[src/rtl/table_dealer.sv]
// Table-side command responder: deals cards from a 52-card deck using an LFSR search
// and keeps per-game pot and discard bookkeeping.
module table_dealer #(
   parameter logic [5:0] LFSR_SEED = 6'h01
) (
   input  logic       clk,
   input  logic       rst,
   input  logic       tbl_game_start,
   input  logic       tbl_game_over,
   input  logic       cr_cmdvld,
   input  logic [2:0] cr_cmd,
   input  logic [5:0] cr_wdata,
   output logic       cr_ack,
   output logic [7:0] cr_rdata,
   output logic       cr_rdatavld,
   output logic [5:0] cards_dealt,
   output logic [3:0] discard_count,
   output logic [7:0] pot,
   output logic       busy
);

   localparam logic [5:0] SEED = (LFSR_SEED == 6'd0) ? 6'h01 : LFSR_SEED;

   localparam logic [2:0] CMD_DEAL    = 3'b001;
   localparam logic [2:0] CMD_DISCARD = 3'b010;
   localparam logic [2:0] CMD_CHECK   = 3'b011;
   localparam logic [2:0] CMD_RAISE   = 3'b100;
   localparam logic [2:0] CMD_FOLD    = 3'b101;

   typedef enum logic [1:0] {IDLE, SEARCH, RESP, DROP} state_t;

   state_t      state, state_next;
   logic [51:0] used;
   logic [63:0] used_pad;
   logic [5:0]  lfsr;
   logic        game_active;
   logic [2:0]  cmd_q;
   logic [5:0]  wdata_q;
   logic        act_q;

   logic        ack_next, vld_next, accept;
   logic [7:0]  rdata_next;
   logic        hit_en, miss_en, disc_en, raise_en, fold_en;

   logic [5:0]  cand;
   logic        hit;
   logic [1:0]  cand_suit;
   logic [5:0]  cand_rank;
   logic [5:0]  disc_idx;
   logic        disc_ok;
   logic [8:0]  pot_sum;

   // Indices 52..63 read as used so that out-of-deck candidates count as misses
   assign used_pad = {12'hFFF, used};
   assign cand     = lfsr - 6'd1;
   assign hit      = ~used_pad[cand];
   assign disc_idx = ({4'd0, wdata_q[5:4]} * 6'd13) + {2'd0, wdata_q[3:0]} - 6'd1;
   assign disc_ok  = (wdata_q[3:0] >= 4'd1) && (wdata_q[3:0] <= 4'd13) && used_pad[disc_idx];
   assign pot_sum  = {1'b0, pot} + {3'd0, wdata_q};
   assign busy     = (state != IDLE);

   always_comb begin
      cand_suit = 2'd3;
      cand_rank = cand - 6'd38;
      if (cand < 6'd13) begin
         cand_suit = 2'd0;
         cand_rank = cand + 6'd1;
      end else if (cand < 6'd26) begin
         cand_suit = 2'd1;
         cand_rank = cand - 6'd12;
      end else if (cand < 6'd39) begin
         cand_suit = 2'd2;
         cand_rank = cand - 6'd25;
      end
   end

   always_comb begin
      state_next = state;
      ack_next   = 1'b0;
      vld_next   = 1'b0;
      rdata_next = cr_rdata;
      accept     = 1'b0;
      hit_en     = 1'b0;
      miss_en    = 1'b0;
      disc_en    = 1'b0;
      raise_en   = 1'b0;
      fold_en    = 1'b0;
      case (state)
         IDLE: begin
            if (cr_cmdvld && !tbl_game_start) begin
               accept   = 1'b1;
               ack_next = 1'b1;
               if (cr_cmd == CMD_DEAL && game_active && cards_dealt < 6'd52)
                  state_next = SEARCH;
               else
                  state_next = RESP;
            end
         end
         SEARCH: begin
            if (tbl_game_start) begin
               vld_next   = 1'b1;
               rdata_next = {2'b11, wdata_q};
               state_next = DROP;
            end else if (hit) begin
               hit_en     = 1'b1;
               vld_next   = 1'b1;
               rdata_next = {2'b00, cand_suit, cand_rank[3:0]};
               state_next = DROP;
            end else begin
               miss_en = 1'b1;
            end
         end
         RESP: begin
            vld_next   = 1'b1;
            state_next = DROP;
            if (tbl_game_start || !act_q) begin
               rdata_next = {2'b11, wdata_q};
            end else begin
               case (cmd_q)
                  CMD_DEAL: rdata_next = 8'h40;
                  CMD_DISCARD: begin
                     disc_en    = disc_ok;
                     rdata_next = {disc_ok ? 2'b00 : 2'b10, wdata_q};
                  end
                  CMD_CHECK: rdata_next = {2'b00, wdata_q};
                  CMD_RAISE: begin
                     raise_en   = 1'b1;
                     rdata_next = {2'b00, wdata_q};
                  end
                  CMD_FOLD: begin
                     fold_en    = 1'b1;
                     rdata_next = {2'b00, wdata_q};
                  end
                  default: rdata_next = {2'b10, wdata_q};
               endcase
            end
         end
         DROP: begin
            if (!cr_cmdvld) state_next = IDLE;
         end
         default: state_next = IDLE;
      endcase
   end

   // Game start takes priority over every bookkeeping update, including game over
   always_ff @(posedge clk) begin
      if (rst) begin
         state         <= IDLE;
         cr_ack        <= 1'b0;
         cr_rdatavld   <= 1'b0;
         cr_rdata      <= 8'd0;
         used          <= '0;
         lfsr          <= SEED;
         game_active   <= 1'b0;
         cards_dealt   <= 6'd0;
         discard_count <= 4'd0;
         pot           <= 8'd0;
         cmd_q         <= 3'd0;
         wdata_q       <= 6'd0;
         act_q         <= 1'b0;
      end else begin
         state       <= state_next;
         cr_ack      <= ack_next;
         cr_rdatavld <= vld_next;
         cr_rdata    <= rdata_next;
         if (accept) begin
            cmd_q   <= cr_cmd;
            wdata_q <= cr_wdata;
            act_q   <= game_active;
         end
         if (tbl_game_start) begin
            used          <= '0;
            lfsr          <= SEED;
            game_active   <= 1'b1;
            cards_dealt   <= 6'd0;
            discard_count <= 4'd0;
            pot           <= 8'd0;
         end else begin
            if (tbl_game_over || fold_en) game_active <= 1'b0;
            if (hit_en) begin
               used[cand]  <= 1'b1;
               cards_dealt <= cards_dealt + 6'd1;
            end
            if (miss_en) lfsr <= {lfsr[4:0], lfsr[5] ^ lfsr[4]};
            if (disc_en && discard_count != 4'd15) discard_count <= discard_count + 4'd1;
            if (raise_en) pot <= pot_sum[8] ? 8'hFF : pot_sum[7:0];
         end
      end
   end

endmodule

[config.mk]
export PLATFORM = sky130hd
export DESIGN_NAME = table_dealer
export DESIGN_NICKNAME = d
export VERILOG_FILES = /design/src/rtl/table_dealer.sv
export SDC_FILE = /design/constraint.sdc
export NUM_CORES = 1
export LEC_CHECK = 0
export ABC_AREA = 1
export BUFFER_PORTS_ARGS = -buffer_cell sky130_fd_sc_hd__buf_2
export CORE_ASPECT_RATIO = 1.25
export CORE_UTILIZATION = 55
export DETAILED_ROUTE_END_ITERATION = 10
export HOLD_SLACK_MARGIN = 0.12
export PLACE_DENSITY = 0.77
export SLEW_MARGIN = 20
export SYNTH_ARGS = -nofsm -noshare
export SYNTH_HDL_FRONTEND = slang
export SYNTH_SLANG_ARGS = --single-unit
[constraint.sdc]
create_clock -name clk -period 2.6 [get_ports clk]
set_input_delay 0.39 -clock clk [delete_from_list [all_inputs] [get_ports clk]]
set_output_delay 0.39 -clock clk [all_outputs]
set_load 0.05 [all_outputs]
# After elaboration in Yosys (flattened, before gate mapping)
# Cells that the tools add are included.
# word_totals
wordCells	113
inputBits	14
out_inout_bits	29
reg_bits	99
# op_classes
reduce_logical	19
order_cmp	9
n_mul	1
n_addsub	10
mux	46
n_eq_ne	13
n_bitwise	2
# ops
op	n
OR 52 bit	1
two-way mux 8 bit	4
two-way mux 1 bit	24
case mux 8 bit (3 select lines)	1
two-way mux 2 bit	8
case mux 8 bit (2 select lines)	1
less-than comparator 6 x 7 -> 1 bit, second input constant	2
binary-select mux 1 bit (select 6 bit)	2
less-than comparator 6 bit, second input constant	2
two-way mux 4 bit	3
subtractor 6 x 1 -> 6 bit, second input constant	2
adder 8 x 6 -> 9 bit	1
adder 4 x 1 -> 4 bit, second input constant	2
case mux 2 bit (4 select lines)	1
subtractor 4 bit, second input constant	2
logical AND 1 bit	7
adder 6 x 1 -> 6 bit, second input constant	1
adder 6 x 4 -> 6 bit	1
demux 1 bit (select 6 bit)	1
equality test 3 x 1 -> 1 bit, second input constant	2
equality test 3 x 2 -> 1 bit, second input constant	2
equality test 3 bit, second input constant	2
>= comparator 6 x 1 -> 1 bit, second input constant	1
less-than comparator 6 x 4 -> 1 bit, second input constant	1
other kinds (20)	26

# Logic depth before layout (Yosys ltp)
# Gate-level depths: netlist (run 1).
# depth
ltp_word	10
mapped_depth	21
ltp_nobuf	19

# Worst setup path after synthesis (run 1)
# No wires, ideal clock.
# synth_path
kind	register to register
startpoint	reg wdata_q[5]
endpoint	reg discard_count[1]
arrival_time_ns	2.638
path_buffers	0
synth_period_minus_slack_ns	2.751
path_slack_ns	-0.151
setup_ns	0.113
t_required_ns	2.487
path_stages_with_launch	19
path_cell_list	dfxtp_1 inv_1 fa_1 ha_1 inv_1 fa_1 inv_1 a21oi_1 nand2_1 nand2_1 nor2_1 nand2_1 nand3_1 nand2_1 inv_1 nand2_1 nand2_1 nand2_1 nor2_1
# synth_between
elab_chain_len	10
# synth_rtl
element	line	text
start: declaration	38	logic [5:0] wdata_q;
start signal: assignment	168	wdata_q <= cr_wdata;
multiplier 2 x 4 -> 6 bit	57	assign disc_idx = ({4'd0, wdata_q[5:4]} * 6'd13) + {2'd0, wdata_q[3:0]} - 6'd1;
adder 6 x 4 -> 6 bit	57	
subtractor 6 x 1 -> 6 bit	57	
binary-select mux 1 bit (select 6 bit)	58	assign disc_ok = (wdata_q[3:0] >= 4'd1) && (wdata_q[3:0] <= 4'd13) && used_pad[disc_idx];
two-way mux 1 bit (not written as such)	58	
logical AND 1 bit	58	
two-way mux 1 bit	119	case (cmd_q)
two-way mux 1 bit	116	if (tbl_game_start || !act_q) begin
two-way mux 1 bit	88	case (state)
logical AND 1 bit	185	if (disc_en && discard_count != 4'd15) discard_count <= discard_count + 4'd1;
end signal: assignment	185	
end: declaration	17	output logic [3:0] discard_count,
# No other way between the ends. The select of a mux whose other input is x is not followed.
# A chain may end at the register's enable or synchronous reset.

# Worst setup path after layout (run 1)
# layout_path
startpoint	reg wdata_q[1]
endpoint	reg discard_count[0]
# layout_between
elab_chain_len	9
elab_cells_between_ends	12
cone_classes	add/sub (2); order compare (2); mux (5); reduce/logical (3)
# layout_rtl
element	line
adder 6 x 4 -> 6 bit	57
subtractor 6 x 1 -> 6 bit	57
binary-select mux 1 bit (select 6 bit)	58
two-way mux 1 bit (not written as such)	58
logical AND 1 bit (*)	58
two-way mux 1 bit (*)	119
two-way mux 1 bit (*)	116
two-way mux 1 bit (*)	88
logical AND 1 bit (*)	185
# Mark *: on every way between the ends. The rest lies on a longest branch, timed or not. The select of a mux whose other input is x is not followed.

==> results of run 1 <==
[registers in the layout (all words and copies together) (netlist names)]
name	flops
act_q	1
cards_dealt	6
cmd_q	3
cr_ack	1
cr_rdata	8
cr_rdatavld	1
discard_count	4
game_active	1
lfsr	6
pot	8
state	2
used	52
wdata_q	6
[cell families after synthesis]
kind of cell / count (synthesis) / synth area share (%)
DFF: 99 / 32.01
and+or+nand+nor: 448 / 32.24
buffers and inverters: 182 / 11.66
adders and majority gates: 32 / 6.952
AOI/OAI and AO/OA: 169 / 14.09
xor gates and xnor gates: 19 / 3.052
[how the worst max path moves through the flow]
| stage | to | cells past startpoint | from | slack (ns) |
|---|---|---|---|---|
| 5_1_grt | discard_count[2]$_SDFFE_PP0P_ | 16 | wdata_q[1]$_SDFFE_PP0P_ | -0.33 |
| 3_3_place_gp | discard_count[2]$_SDFFE_PP0P_ | 18 | wdata_q[1]$_SDFFE_PP0P_ | -0.13 |
| 3_5_place_dp | discard_count[2]$_SDFFE_PP0P_ | 15 | wdata_q[1]$_SDFFE_PP0P_ | -0.19 |
| 4_1_cts | discard_count[2]$_SDFFE_PP0P_ | 16 | wdata_q[1]$_SDFFE_PP0P_ | -0.14 |
| 6_report | discard_count[0]$_SDFFE_PP0P_ | 14 | wdata_q[1]$_SDFFE_PP0P_ | -0.16 |
| 2_1_floorplan | discard_count[2]$_SDFFE_PP0P_ | 18 | wdata_q[5]$_SDFFE_PP0P_ | 0.001 |
[repair_timing]
item,in CTS,in global routing
resized for setup,9,21
pin swaps,4,11
gates cloned,0,1
setup buffers,0,7
endpoints found under the setup margin,13,75
[synthesized netlist by cell type, types with 2 or more instances]
library cell | number | share of area, %
nand2_1 | 194 | 12
inv_1 | 136 | 8.2
clkbuf_1 | 25 | 1.5
nand2_4 | 2 | 0.36
inv_2 | 5 | 0.30
xor2_1 | 10 | 1.4
o21ai_0 | 46 | 3.7
o211ai_1 | 2 | 0.24
nand3_1 | 90 | 7.3
a31oi_1 | 3 | 0.30
fa_1 | 4 | 1.3
xor2_2 | 2 | 0.53
nor2_1 | 93 | 5.6
nand3b_1 | 3 | 0.36
ha_1 | 28 | 5.7
dfxtp_1 | 99 | 32
buf_4 | 6 | 0.73
xnor2_1 | 6 | 0.85
buf_2 | 7 | 0.57
o21bai_1 | 2 | 0.24
nand2_2 | 2 | 0.20
nand3_2 | 3 | 0.49
nor3_1 | 4 | 0.32
nand4_1 | 54 | 5.5
and2_1 | 2 | 0.20
a21oi_1 | 111 | 9.0
[routing by layer]
metal  vias up  track usage (%)
li1       3209                -
met1      2962            36.68
met2       297            52.11
met3        68            6.532
met4         0            16.88
met5         -                0
[power groups by stage]
stage               clock network [W]  logic (W)  registers [W]
floorplan                           0   0.000750        0.00174
global placement                    0    0.00124        0.00164
detailed placement                  0    0.00126        0.00164
CTS                           0.00137    0.00131        0.00161
global route                  0.00144    0.00150        0.00161
finish                        0.00136    0.00138        0.00161
[cells in the final DEF, fill, tap and decap left out, types with 5 or more instances in the layout]
cell type,Yosys,final
buf_4,6,38
inv_2,5,8
xor2_1,10,10
a21oi_2,0,6
o21ai_0,46,45
ha_1,28,26
nand3_1,90,88
nor2_1,93,91
inv_1,136,131
nand2_1,194,187
nand4_1,54,54
a21oi_1,111,104
dfxtp_1,99,95
buf_2,7,42
clkbuf_16,0,10
nand2_2,2,5
nand3_2,3,5
xnor2_1,6,6
buf_12,0,8
nand2_4,2,6
[through the flow]
step	util (%)	total power (W)	std cells	area [sq um]	hold slack, ns
finish	67.53	0.004349	1146	7274	0.2949
global placement	63.09	0.002881	1123	6797	0.4423
detailed placement	63.09	0.002896	1123	6797	0.4465
global route	67.53	0.004551	1146	7274	0.3035
floorplan	-	0.002490	949	6203	0.4300
CTS	66.13	0.004288	1138	7124	0.2898
[final cells by class]
| cell class | instances | area [sq um] |
|---|---|---|
| repair buffers | 90 | 691.9 |
| well taps | 132 | 165.2 |
| multi-input cells | 668 | 3597 |
| flip-flops and latches | 99 | 1987 |
| inverters | 142 | 538.0 |
| fillers | 973 | 3498 |
| clock inverters | 2 | 35.03 |
| clock buffers | 13 | 260.3 |
==> run summary, run 1 <==
unrepaired setup endpoints after global routing = true
Yosys cell types = 36
worst-skew pair later-pin latency = 0.35 ns
switching portion of total power = 34.49%
Final Max Tran Viols = 0
syn nets = 995
Die Span Y = 120.6 um
dominant synthesized flop cell = dfxtp_1
Min-Delay Path Class = in2reg
DRT met1 WL = 7235 um
crit start category = register
R2R cell count = 14
hold_buf cts = 0
failing checks = negative setup slack
fin nets = 1056
CTS tree = built
PnR worst setup slack = -0.1577 ns
vias in the first global route = 6158
Synth Instances = 949
DR WL met3 = 1434 um
CTS buffer count = 9
maximum clock frequency = 362.6 MHz
Layout Area Growth over Synthesis = 17.50%
Clock Path Buffers = 2
post-synthesis register bit count = 99
Setup Crit Path Kind = reg2reg
Post-DP HPWL = 12310 um
r2r setup slk = -0.16 ns
Worst-path clk slew = 0.06 ns
Max stage delay cell, worst path = fa_2
min-delay src = rst
first-pass GRT wire length = 29280 um
die area = 11690 sq um
Tcrit/Tclk final = 106.1%
clock share of power = 31.3%
Worst Clk Skew = 0.005258 ns
Sink Count = 99
routed len/inst = 15.64 um
number of enable flip-flop cells after synthesis = 0
Via-to-Cell Ratio = 5.703
Place WS = -0.1940 ns
Leak Pwr = 3.165 nW
worst-path cell chain = fa_1 > ha_2 > inv_2 > fa_2 > buf_4 > nand3_1 > nand3_1 > nand2_1 > a21oi_2 > nand2_2 > inv_4 > nand2_2 > o21ai_1 > nor2_1
H-Tree Depth = 3
Max Cap Violations = 0
total gr overflow = 0
Overall Global Routing Usage = 30.92%
critical path capture point type = register
gpl congestion = 0.9775
final hold vios = 0
critical-path maximum fanout = 4
Logic pwr share = 31.7%
Critical Path Max Stage Delay = 0.58 ns
Final TNS setup = -0.6894 ns
Final Setup Violations = 5
Seq pwr share = 36.9%
Warnings, synthesis = 0
Syn Area/Cell = 6.524 sq um
RR Endpoint = discard_count[0]$_SDFFE_PP0P_
Hold Path Depth = 2
async set or reset register ratio after synthesis = 0%
CP arrival = 3.00 ns
DR top layer = met4
Internal Power = 0.002849 W
Post-DRT Antenna Nets = 0
Sw Pwr = 0.001500 W
CP required = 2.85 ns
P per Cell Area = 597.8 nW/um^2
Core Rows = 42
largest net degree at the start of global routing = 45
Worst Hold Path EP = game_active$_SDFFE_PP0P_
met2 WL = 8431 um
Critical R2R Launch = wdata_q[1]$_SDFFE_PP0P_
number of buffers and inverters on the critical path = 3
Starting Density = 57.47%
# DRC = 0
final WL = 17920 um
detailed-route via count = 6536
ANT cells = 0
layout cell share with drive strength beyond 1 = 14.69%
DR iter-0 viols = 422
Cell Area, Synth = 6191 sq um
Core ar. = 10770 sq um
Max-slew headroom = 57.15%
Top Family by Delay on Critical Path = adder cells
Root Driver = clkbuf_16
Port Buffers = 42
Die W = 96.90 um
I/O pins = 43
number of iterations in the first detailed-routing pass = 6
status = finished with violations
worst slew pin tran = 0.6404 ns
crit path time final = 2.758 ns
Peak supply drop = 401.2 uV
Seq/Total Area, Yosys = 32.01%
initial antenna violation count = 0
(Power assumes the default switching activity.)
==> run 2: changes to the inputs <==
Settings changed: SETUP_SLACK_MARGIN from default to 0.3.
==> run summary, run 2 (same netlist as run 1, synthesis figures left out) <==
PnR worst setup slack = -0.1255 ns
total gr overflow = 0
CTS tree = built
number of iterations in the first detailed-routing pass = 6
Sw Pwr = 0.001571 W
Internal Power = 0.002816 W
clock share of power = 30.7%
final WL = 18570 um
Max-slew headroom = 54.25%
crit path time final = 2.726 ns
fin nets = 1062
Max Cap Violations = 0
P per Cell Area = 578.2 nW/um^2
max reg flops = 52
Leak Pwr = 3.247 nW
Worst Clk Skew = 0.009613 ns
Setup Crit Path Kind = reg2reg
min-delay src = rst
placed cell area = 6805 sq um
vias in the first global route = 6019
Overall Global Routing Usage = 30.87%
critical-path maximum fanout = 4
biggest regs = used x52, cr_rdata x8, pot x8
crit start category = register
final hold vios = 0
Core Rows = 42
worst-path cell chain = fa_1 > ha_2 > inv_2 > fa_2 > buf_6 > nand3_2 > nand3_2 > nand2_1 > a21oi_2 > nand2_4 > inv_4 > nand2_4 > o21ai_2 > nor2_1
H-Tree Depth = 3
most common cell after layout, fill and taps aside = nand2_1
hold slack final = 0.2910 ns
die area = 11690 sq um
Min-Delay Path Class = in2reg
Critical R2R Launch = wdata_q[1]$_SDFFE_PP0P_
routed len/inst = 16.10 um
worst-skew pair later-pin latency = 0.35 ns
Tcrit/Tclk final = 104.8%
Seq pwr share = 36.5%
largest net degree at the start of global routing = 60
Core ar. = 10770 sq um
switching portion of total power = 35.81%
Top Family by Delay on Critical Path = adder cells
crit path launch = wdata_q[1]$_SDFFE_PP0P_
Post-DRT Antenna Nets = 0
CP arrival = 2.97 ns
ANT cells = 0
Critical Path Max Stage Delay = 0.58 ns
Place WS = -0.1662 ns
Root Driver = clkbuf_16
Logic pwr share = 32.8%
gpl congestion = 0.9472
Die Span Y = 120.6 um
DR iter-0 viols = 501
r2r setup slk = -0.13 ns
Biggest register = used
Via-to-Cell Ratio = 5.700
Filler Cells Inserted = 912
I/O pins = 43
failing checks = negative setup slack
unrepaired setup endpoints after global routing = true
CTS buffer count = 9
most frequent cells in the layout = nand2_1 (181), inv_1 (130), dfxtp_1 (93)
fin area = 7587 sq um
first-pass GRT wire length = 29060 um
Layout Area Growth over Synthesis = 22.55%
Post-Place Cells = 1120
maximum clock frequency = 366.9 MHz
Final Setup Violations = 5
Die W = 96.90 um
Worst-path clk slew = 0.06 ns
Post-DP HPWL = 12400 um
Sink Count = 99
Clock Path Buffers = 2
Finished Layout Cells = 1153
Peak supply drop = 369.9 uV
Port Buffers = 42
CP required = 2.85 ns
# DRC = 0
number of buffers and inverters on the critical path = 3
Max stage delay cell, worst path = fa_2
layout cell share with drive strength beyond 1 = 18.81%
detailed-route via count = 6572
Tot Pwr = 0.004387 W
Final Max Tran Viols = 0
status = finished with violations
worst slew pin tran = 0.6843 ns
initial antenna violation count = 0
critical path capture point type = register
Starting Density = 57.47%
-- run 2: what timing repair did --
item,in CTS,in global routing
setup buffers,8,4
gates cloned,0,5
hold buffers,0,0
pin swaps,11,27
setup endpoints to repair,84,87
resized for setup,31,42
-- run 2: final cells by class --
type                       instances  area, sq um  area share, %
clock inverter                     7        68.82         0.9070
inverter                         142        540.5          7.124
tap                              132        165.2          2.177
multi-input combinational        670         3815          50.28
timing repair buffer              94        783.3          10.32
clock buffer                       9        225.2          2.968
sequential                        99         1989          26.22
-- run 2: final timing paths --
check,cells past startpoint,to
max,14,discard_count[0]$_SDFFE_PP0P_
min,2,state[0]$_SDFFE_PP0P_
max reg2reg,14,discard_count[0]$_SDFFE_PP0P_
min reg2reg,2,used[17]$_SDFFE_PP0P_
-- run 2: metrics by stage --
stage                     TNS (ns)  utilization, %
after CTS                  -0.4365           67.86
after detailed placement   -0.7633           63.17
final                      -0.5493           70.43
after global placement     -0.3414           63.17
after floorplan                  0               -
after global routing        -1.309           70.43
-- run 2: layer usage --
| metal | global-route usage (%) | wire length, um | vias to the layer above |
|---|---|---|---|
| met5 | 0 | 0 | - |
| met2 | 52.24 | 8786 | 299 |
| met1 | 36.46 | 7472 | 2961 |
| met3 | 5.434 | 1308 | 76 |
| li1 | - | - | 3236 |
| met4 | 18.66 | 999 | 0 |
-- run 2: power by group through the flow --
stage,Sequential (W),Combinational (W),Clock (W)
6_report,0.00160,0.00144,0.00135
5_1_grt,0.00161,0.00157,0.00143
4_1_cts,0.00160,0.00134,0.00136
3_5_place_dp,0.00164,0.00125,0
3_3_place_gp,0.00164,0.00124,0
2_1_floorplan,0.00174,0.000760,0
